==> src/rtl/button_event_pkg.sv <==
// Shared types and helpers for button_event_queue: channel state encoding,
// pending-slot layout and event field layout {btn, double}.
package button_event_pkg;

  typedef enum logic {
    CH_IDLE = 1'b0,
    CH_WAIT = 1'b1
  } chan_state_e;

  typedef struct packed {
    logic valid;
    logic dbl;
  } pend_t;

  // Queued event word is {btn, double}; double sits in the LSB.
  localparam int EVT_DBL_BIT = 0;
  localparam int EVT_BTN_LSB = 1;

  function automatic int btn_width(input int n);
    return (n > 1) ? $clog2(n) : 1;
  endfunction

  function automatic int timer_width(input int w);
    return (w > 2) ? $clog2(w) : 1;
  endfunction

endpackage

==> src/rtl/tap_detector.sv <==
// One button channel: single/double tap classifier plus a one-entry pending slot.
// Tap classification exists only when BUTTON_EVENT_DOUBLE_TAP_EN is defined.
module tap_detector
  import button_event_pkg::*;
#(
  parameter int TAP_WINDOW_CYCLES = 12_500_000
) (
  input  logic        clk,
  input  logic        rst,
  input  logic        pulse_i,
  input  logic        clear_i,
  output logic        pend_valid_o,
  output logic        pend_double_o,
  output logic        drop_o,
  output chan_state_e state_o
);

  if (TAP_WINDOW_CYCLES < 2) begin : g_bad_window
    $error("TAP_WINDOW_CYCLES must be at least 2");
  end

  logic  emit;
  logic  emit_dbl;
  pend_t pend_q, pend_d;

`ifdef BUTTON_EVENT_DOUBLE_TAP_EN
  localparam int TW = timer_width(TAP_WINDOW_CYCLES);
  localparam logic [TW-1:0] T_LAST = TW'(TAP_WINDOW_CYCLES - 1);

  chan_state_e   state_q, state_d;
  logic [TW-1:0] timer_q, timer_d;

  always_comb begin
    state_d  = state_q;
    timer_d  = timer_q;
    emit     = 1'b0;
    emit_dbl = 1'b0;
    case (state_q)
      CH_IDLE: begin
        if (pulse_i) begin
          state_d = CH_WAIT;
          timer_d = '0;
        end
      end
      CH_WAIT: begin
        timer_d = timer_q + 1'b1;
        // A pulse on the expiry cycle still counts as the second tap.
        if (pulse_i) begin
          emit     = 1'b1;
          emit_dbl = 1'b1;
          state_d  = CH_IDLE;
          timer_d  = '0;
        end else if (timer_q == T_LAST) begin
          emit    = 1'b1;
          state_d = CH_IDLE;
          timer_d = '0;
        end
      end
      default: begin
        state_d = CH_IDLE;
        timer_d = '0;
      end
    endcase
  end

  always_ff @(posedge clk or posedge rst) begin
    if (rst) begin
      state_q <= CH_IDLE;
      timer_q <= '0;
    end else begin
      state_q <= state_d;
      timer_q <= timer_d;
    end
  end

  assign state_o = state_q;
`else
  assign emit     = pulse_i;
  assign emit_dbl = 1'b0;
  assign state_o  = CH_IDLE;
`endif

  // A new event only fits if the slot is empty or being drained this cycle.
  always_comb begin
    pend_d = pend_q;
    drop_o = 1'b0;
    if (clear_i) pend_d.valid = 1'b0;
    if (emit) begin
      if (pend_d.valid) begin
        drop_o = 1'b1;
      end else begin
        pend_d.valid = 1'b1;
        pend_d.dbl   = emit_dbl;
      end
    end
  end

  always_ff @(posedge clk or posedge rst) begin
    if (rst) pend_q <= '0;
    else     pend_q <= pend_d;
  end

  assign pend_valid_o  = pend_q.valid;
  assign pend_double_o = pend_q.dbl;

endmodule

==> src/rtl/button_event_queue.sv <==
// Per-button tap classifiers feeding a fixed-priority arbiter and an event FIFO
// read via valid/ready. Double taps require BUTTON_EVENT_DOUBLE_TAP_EN.
module button_event_queue
  import button_event_pkg::*;
#(
  parameter  int SIGNAL_WIDTH      = 4,
  parameter  int TAP_WINDOW_CYCLES = 12_500_000,
  parameter  int FIFO_DEPTH        = 8,
  localparam int BW                = btn_width(SIGNAL_WIDTH),
  localparam int CW                = $clog2(FIFO_DEPTH + 1)
) (
  input  logic                    clk,
  input  logic                    rst,
  input  logic [SIGNAL_WIDTH-1:0] press_pulse,
  output logic                    event_valid,
  input  logic                    event_ready,
  output logic [BW-1:0]           event_btn,
  output logic                    event_double,
  output logic [CW-1:0]           event_count,
  output logic                    overflow,
  output logic [SIGNAL_WIDTH-1:0] dbg_chan_wait
);

  // Handshake: an event leaves the FIFO on any rising edge where event_valid
  // and event_ready are both high; event_btn/event_double are stable while
  // event_valid is high and not popped.

  localparam int EW = BW + 1;
  localparam int PW = (FIFO_DEPTH > 2) ? $clog2(FIFO_DEPTH) : 1;

  if (FIFO_DEPTH < 2 || (FIFO_DEPTH & (FIFO_DEPTH - 1)) != 0) begin : g_bad_depth
    $error("FIFO_DEPTH must be a power of two and at least 2");
  end

  logic [SIGNAL_WIDTH-1:0] pend_valid, pend_double, drop, sel, grant;

  for (genvar i = 0; i < SIGNAL_WIDTH; i++) begin : g_chan
    chan_state_e chan_state;
    tap_detector #(
      .TAP_WINDOW_CYCLES(TAP_WINDOW_CYCLES)
    ) u_tap (
      .clk          (clk),
      .rst          (rst),
      .pulse_i      (press_pulse[i]),
      .clear_i      (grant[i]),
      .pend_valid_o (pend_valid[i]),
      .pend_double_o(pend_double[i]),
      .drop_o       (drop[i]),
      .state_o      (chan_state)
    );
    assign dbg_chan_wait[i] = (chan_state == CH_WAIT);
  end

  logic [BW-1:0] sel_idx;
  logic          sel_dbl;
  logic          any_pend;

  // Descending scan so the lowest pending index is the last one written.
  always_comb begin
    sel      = '0;
    sel_idx  = '0;
    sel_dbl  = 1'b0;
    any_pend = 1'b0;
    for (int i = SIGNAL_WIDTH - 1; i >= 0; i--) begin
      if (pend_valid[i]) begin
        sel      = '0;
        sel[i]   = 1'b1;
        sel_idx  = BW'(i);
        sel_dbl  = pend_double[i];
        any_pend = 1'b1;
      end
    end
  end

  logic [EW-1:0] mem_q [FIFO_DEPTH];
  logic [PW-1:0] wr_ptr_q, wr_ptr_d, rd_ptr_q, rd_ptr_d;
  logic [CW-1:0] count_q, count_d;
  logic          overflow_q, overflow_d;
  logic          full, pop, push;
  logic [EW-1:0] head;

  assign full  = (count_q == CW'(FIFO_DEPTH));
  assign pop   = event_valid && event_ready;
  assign push  = any_pend && (!full || pop);
  assign grant = push ? sel : '0;

  always_comb begin
    wr_ptr_d   = wr_ptr_q;
    rd_ptr_d   = rd_ptr_q;
    count_d    = count_q;
    overflow_d = overflow_q | (|drop);
    if (push) wr_ptr_d = wr_ptr_q + 1'b1;
    if (pop)  rd_ptr_d = rd_ptr_q + 1'b1;
    if (push && !pop)      count_d = count_q + 1'b1;
    else if (pop && !push) count_d = count_q - 1'b1;
  end

  always_ff @(posedge clk or posedge rst) begin
    if (rst) begin
      wr_ptr_q   <= '0;
      rd_ptr_q   <= '0;
      count_q    <= '0;
      overflow_q <= 1'b0;
    end else begin
      wr_ptr_q   <= wr_ptr_d;
      rd_ptr_q   <= rd_ptr_d;
      count_q    <= count_d;
      overflow_q <= overflow_d;
    end
  end

  // Storage needs no reset: the head is masked by event_valid.
  always_ff @(posedge clk) begin
    if (push) mem_q[wr_ptr_q] <= {sel_idx, sel_dbl};
  end

  assign head        = mem_q[rd_ptr_q];
  assign event_valid = (count_q != '0);
  assign event_count = count_q;
  assign overflow    = overflow_q;
  assign event_btn   = event_valid ? head[EW-1:EVT_BTN_LSB] : '0;
`ifdef BUTTON_EVENT_DOUBLE_TAP_EN
  assign event_double = event_valid ? head[EVT_DBL_BIT] : 1'b0;
`else
  assign event_double = 1'b0;
`endif

endmodule

==> config.mk <==
export PLATFORM = sky130hd
export DESIGN_NAME = button_event_queue
export DESIGN_NICKNAME = d
export VERILOG_FILES = /design/src/rtl/button_event_pkg.sv /design/src/rtl/tap_detector.sv /design/src/rtl/button_event_queue.sv
export SDC_FILE = /design/constraint.sdc
export NUM_CORES = 1
export LEC_CHECK = 0
export ABC_AREA = 0
export CAP_MARGIN = 40
export CORE_MARGIN = 10
export CORE_UTILIZATION = 50
export CTS_BUF_LIST = sky130_fd_sc_hd__clkbuf_16
export CTS_CLUSTER_DIAMETER = 200
export DETAILED_ROUTE_END_ITERATION = 10
export MAX_ROUTING_LAYER = met4
export PLACE_DENSITY_LB_ADDON = 0.12
export SETUP_SLACK_MARGIN = 0.2
export SYNTH_ARGS = -nofsm -noshare
export SYNTH_HDL_FRONTEND = slang
export SYNTH_SLANG_ARGS = --single-unit
export TNS_END_PERCENT = 30
==> constraint.sdc <==
create_clock -name clk -period 3.64 [get_ports clk]
set_clock_uncertainty 0.05 [all_clocks]
set_input_delay 0.728 -clock clk [delete_from_list [all_inputs] [get_ports clk]]
set_output_delay 0.728 -clock clk [all_outputs]
set_load 0.02 [all_outputs]
==> results_dict.tcl, run 1 <==
set metrics [dict create \
    status "finished, final reports clean" \
    num_rows 19 \
    avgSynthCellArea_sq_um 13.1 \
    fp.dieW_microns 75.2 \
    slowest_delay_ps 500 \
    hold_viol 0 \
    ir_worst_vdd_mv 0.421 \
    switchingPower_mw 0.564 \
    slew_headroom_pct 46.9 \
    path_max_fanout 6 \
    start_util_pct 53.9 \
    cp_cell_sequence "clkdlybuf4s50_1 > nor2b_1 > and2_1 > o21bai_4 > inv_4 > ha_2 > inv_1 > ha_1 > a21o_1 > a2111oi_2 > a31oi_1 > a221o_1" \
    grt_max_degree 16 \
    setup_slack_ps 396 \
    min_period_ps 3240 \
    setup_viol_count_final 0 \
    ios 20 \
    synth_fa_ha_area_share_pct 5.42 \
    syn_inst 116 \
    path_class "in2reg" \
    hold_path_class "reg2reg" \
    worst_pin_slew_ps 790 \
    gp_congestion 0.766 \
    cp.buffers_inverters 3 \
    drive_above_1_share_pct 15.7 \
    cts_setup_buffers 0 \
    postCtsHoldBufs 0 \
    cts_tree "yes" \
    syn-cell-area_sq_mm 0.00152 \
    ys_warn_count 0 \
    synth_mux_area_share_pct 9.69 \
    vias 963 \
    cap_violations 0 \
    mostFrequentLayoutCells "edfxtp_1, dfrtp_1, clkdlybuf4s50_1, nand2_1, nor2_1" \
    die_h_microns 75.2 \
    finalMaxSlewViolations 0 \
    antenna_found_initial 0 \
    synth_edf_count 16 \
    clk_pin_slew_ps 50 \
    crit_family "compound AO/OA/AOI/OAI gates" \
    dr.pass1.iters 5 \
    leakage_nw 0.711 \
    synth_cell_types 41 \
    fin_crit_sh_pct 89.1 \
    p_int_mw 1.14 \
    cp_slowest_cell "clkdlybuf4s50_1" \
    power.share.clock_pct 26.8 \
    synthSimpleGateAreaFrac_pct 11.1 \
    startpoint_type "primary input" \
    cts_buffers 5 \
    antenna_left 0 \
    coreArea_sq_mm 0.00283 \
    synthArstFlopShare_pct 48.4 \
    cts_buffer_depth 2 \
    grt_pass1_wl_mm 4.78 \
    synth_seq_area_share_pct 56.2 \
    drc 0 \
    final_common_cell "edfxtp_1" \
    htree_levels 2 \
    synth_compound_area_share_pct 9.03 \
    end_kind "flip-flop" \
    ys_ff_latch 31 \
    initialDrtViolationCount 39 \
    die_area_sq_mm 0.00566 \
    hpwlAfterDp_mm 2.09 \
    rsz0062_at_grt "false" \
    synth_ff_type "edfxtp_1" \
    wl_mm 2.90 \
    cp.arrival_ps 3350 \
    grtUsageTotal_pct 12.0 \
    gr-total-overflow 0 \
    swShare_pct 33.0 \
    synth_top_family_by_area "simple AND/OR/NAND/NOR gates" \
    viasPerCell 5.84 \
    clock-sinks 31 \
    synth-xor-area-share_pct 3.45 \
    crit_required_ps 3740 \
    nets 146 \
    areaGrowthSynthToFinish_pct 21.0 \
    io_buffers 14 \
    dp_slack_ps 140 \
    clk_latency_ps 270 \
    power_frac_seq_pct 36.8 \
    first_global_vias 992 \
    finalSetupTns_ps 0 \
    cts-root-buf "clkbuf_16" \
    wl_per_cell_microns 17.6 \
    max_freq_ghz 0.308 \
    n_antenna_cell 0 \
    pwr_density_cell_mw_per_mm2 926 \
    comb_power_share_pct 36.3 \
]
==> state kept, by name, indices dropped and copies added, names as in the netlist <==
| signal | count |
|---|---|
| mem_q | 16 |
| event_count | 4 |
| g_chan.u_tap.pend_valid_o | 4 |
| rd_ptr_q | 3 |
| wr_ptr_q | 3 |
| overflow | 1 |
==> tightest hold or removal path: stages, from the launching register on <==
cell and delay, ps:
dfrtp_1 340, a31oi_1 40, o211ai_1 80
==> cells in the mapped netlist (all sizes together), types with 4 or more instances <==
cell type / instances / area share [%]
buf: 8 / 3.3
dfrtp: 15 / 25
edfxtp: 16 / 32
ha: 5 / 4.1
inv: 5 / 1.4
mux4: 4 / 5.9
nand2: 6 / 1.5
nor2: 6 / 1.5
nor3: 5 / 1.6
xnor2: 5 / 2.9
==> through the flow <==
| step | utilization (%) | instance area [sq um] | instances | total power, mW | hold slack (ps) |
|---|---|---|---|---|---|
| after floorplan | - | 1540 | 120 | 1.04 | 455 |
| after global placement | 59.1 | 1670 | 157 | 1.21 | 433 |
| after detailed placement | 59.1 | 1670 | 157 | 1.25 | 449 |
| after CTS | 64.9 | 1840 | 165 | 1.72 | 458 |
| after global routing | 65.2 | 1840 | 165 | 1.82 | 491 |
| final | 65.2 | 1840 | 165 | 1.71 | 448 |
==> cell families (layout without fill, tap and decap cells) <==
group | after synthesis | in the layout
buffers and inverters | 14 | 28
AOI/OAI and AO/OA | 18 | 18
other | 1 | 5
DFF | 31 | 31
muxes | 9 | 9
xor gates and xnor gates | 6 | 6
adders and majority gates | 6 | 6
and+or+nand+nor | 31 | 31
==> per-layer routing <==
layer  vias up  part of all wire (%)  GRT usage [%]
met5         -                     0              -
met4         0                   1.7           5.57
met3         4                   6.6           4.86
met2        26                    49           18.8
met1       478                    43           13.1
li1        455                     -              -
==> path summary, 6_finish.rpt <==
check                                            from                    endpoint  slack [ps]  depth (start not counted)
max                                       event_ready  event_count[3]$_DFFE_PP0P_         400                         12
min                                overflow$_DFF_PP0_          overflow$_DFF_PP0_         450                          2
max reg2reg                event_count[0]$_DFFE_PP0P_  event_count[3]$_DFFE_PP0P_         570                         10
min reg2reg                        overflow$_DFF_PP0_          overflow$_DFF_PP0_         450                          2
max in group asynchronous                         rst     rd_ptr_q[2]$_DFFE_PP0P_        2370                          2
min in group asynchronous                         rst  event_count[2]$_DFFE_PP0P_         780                          2
==> repair_timing <==
| action | CTS | global route |
|---|---|---|
| endpoints found under the hold margin | 0 | 0 |
| gates resized for setup | 0 | 3 |
| endpoints found under the setup margin | 0 | 1 |
==> power by group through the flow <==
stage	clock [mW]	combinational (mW)	sequential [mW]
detailed placement	0	0.610	0.637
finish	0.458	0.620	0.629
CTS	0.470	0.617	0.630
floorplan	0	0.444	0.598
global route	0.483	0.689	0.647
global placement	0	0.586	0.623
==> layout make-up <==
| cell class | instances | area (sq um) |
|---|---|---|
| clock buffer | 5 | 125 |
| clock inverter | 3 | 38.8 |
| fill | 213 | 985 |
| inverter | 5 | 21.3 |
| multi-input combinational | 75 | 617 |
| sequential | 31 | 856 |
| tap | 31 | 38.8 |
| timing repair buffer | 15 | 148 |
Note: power is estimated with default switching activity, not from simulation.
==> run 2: changes to the inputs <==
- PLACE_DENSITY: not set -> 0.73
- PLACE_DENSITY_LB_ADDON: 0.12 -> not set
==> run 2 against run 1 <==
Net effect: non-clock buffer count is 1 lower; power is 1.3% lower; global-route usage hardly changed; count of clock-buffer cells in the layout stayed put; largest cell class unchanged; design area is 0.75% lower; critical path depth stayed put; largest power group unchanged.
==> results_dict.tcl, run 2 (synthesis results as in run 1) <==
set metrics [dict create \
    setup_viol_count_final 0 \
    die_h_microns 75.2 \
    status "finished, final reports clean" \
    hold_viol 0 \
    clock-sinks 31 \
    rsz0062_at_grt "false" \
    die_area_sq_mm 0.00566 \
    cap_violations 0 \
    grt-busiest-layer "met2" \
    r2r-start "event_count[0]$_DFFE_PP0P_" \
    cts_buffers 5 \
    drive_above_1_share_pct 14.3 \
    grt_max_degree 16 \
    startpoint_type "primary input" \
    stdcell_area_sq_mm 0.00183 \
    pwr_density_cell_mw_per_mm2 921 \
    cts-root-buf "clkbuf_16" \
    dr.pass1.iters 4 \
    total_power_mw 1.69 \
    hold_ws_ps 499 \
    grt_pass1_wl_mm 4.83 \
    holdPathEnd "rd_ptr_q[2]$_DFFE_PP0P_" \
    crit_required_ps 3750 \
    clk_latency_ps 270 \
    hold_path_class "reg2reg" \
    n_antenna_cell 0 \
    finalMaxSlewViolations 0 \
    grtUsageMet2_pct 19.0 \
    clk_pin_slew_ps 50 \
    cts_tree "yes" \
    antenna_found_initial 0 \
    viasPerCell 5.74 \
    fin_crit_sh_pct 92.4 \
    fp.dieW_microns 75.2 \
    finalSetupTns_ps 0 \
    largest_reg_flops 16 \
    fin_util_pct 64.7 \
    path_class "in2reg" \
    worst-r2r-cell-count 10 \
    max_freq_ghz 0.297 \
    worst_pin_slew_ps 857 \
    leakage_nw 0.707 \
    htree_levels 2 \
    hpwlAfterDp_mm 2.05 \
    reg2reg_to "event_count[3]$_DFFE_PP0P_" \
    postCtsHoldBufs 0 \
    slew_headroom_pct 42.4 \
    fin_cells 164 \
    gr-total-overflow 0 \
    first_global_vias 966 \
    gp_congestion 0.721 \
    start_util_pct 53.9 \
    coreArea_sq_mm 0.00283 \
    end_kind "flip-flop" \
    ios 20 \
    io_buffers 14 \
    place_area_sq_mm 0.00166 \
    initialDrtViolationCount 63 \
    grtUsageMet3_pct 4.60 \
    grtUsageTotal_pct 12.0 \
    min_period_ps 3360 \
    wl_mm 2.93 \
    areaGrowthSynthToFinish_pct 20.1 \
    path_max_fanout 6 \
    num_rows 19 \
    grtUsageMet1_pct 13.0 \
    final_common_cell "edfxtp_1" \
    cts_buffer_depth 2 \
    hold_depth 1 \
    antenna_left 0 \
    dp.cells 156 \
    min_from "rd_ptr_q[2]$_DFFE_PP0P_" \
    vias 942 \
    setup_slack_ps 278 \
    regToRegSetupSlack_ps 460 \
    ir_worst_vdd_mv 0.403 \
    regMostFlops "mem_q" \
    cp.arrival_ps 3470 \
    wl_per_cell_microns 17.8 \
    mostFrequentLayoutCells "edfxtp_1, dfrtp_1, clkdlybuf4s50_1, nand2_1, nor2_1" \
    dp_slack_ps 31.4 \
    drc 0 \
    nets 145 \
]
## run 2: final cells by class
class	instances	area (sq um)
sequential	31	856
multi-input combinational	75	611
tap	31	38.8
inverter	5	21.3
fill	209	998
timing repair buffer	14	140
clock buffer	5	125
clock inverter	3	38.8
## run 2: how the worst max path moves through the flow
stage | slack [ps] | from | end | depth (start not counted)
after CTS | 280 | event_ready | event_count[3]$_DFFE_PP0P_ | 12
after global routing | 90 | event_ready | event_count[3]$_DFFE_PP0P_ | 12
after floorplan | 670 | event_count[0]$_DFFE_PP0P_ | event_count[3]$_DFFE_PP0P_ | 10
final | 280 | event_ready | event_count[3]$_DFFE_PP0P_ | 12
after detailed placement | 30 | event_ready | event_count[3]$_DFFE_PP0P_ | 12
after global placement | 130 | event_ready | event_count[3]$_DFFE_PP0P_ | 12
## run 2: worst max-delay path, stage by stage
cell,delay [ps]
clkdlybuf4s50_1,500
nor2b_1,50
and2_2,230
o21bai_4,210
inv_4,100
ha_1,200
inv_1,130
ha_1,290
a21o_1,200
a2111oi_1,420
a31oi_1,70
a221o_1,320
## run 2: timing repair
item / CTS / global route
gates resized for setup: 0 / 2
setup buffers: 0 / 0
endpoints found under the setup margin: 0 / 1
## run 2: where the power goes
part | switching, mW | total, mW | leakage [nW] | internal (mW)
Combinational | 0.282 | 0.603 | 0.309 | 0.321
Sequential | 0.133 | 0.628 | 0.317 | 0.496
Clock | 0.136 | 0.454 | 0.0812 | 0.318
Total | 0.551 | 1.69 | 0.707 | 1.13
## run 2: metal layers
layer	share of wire [%]	wire [microns]
met1	42	1230
met2	50	1460
met3	5.9	172
met4	2.0	59
met5	0	0
==> run 3: changes to the inputs <==
- CTS_CLUSTER_SIZE: not set -> 30
==> results of run 3 <==
Final layout, timing and power as in run 2 (identical DEF).
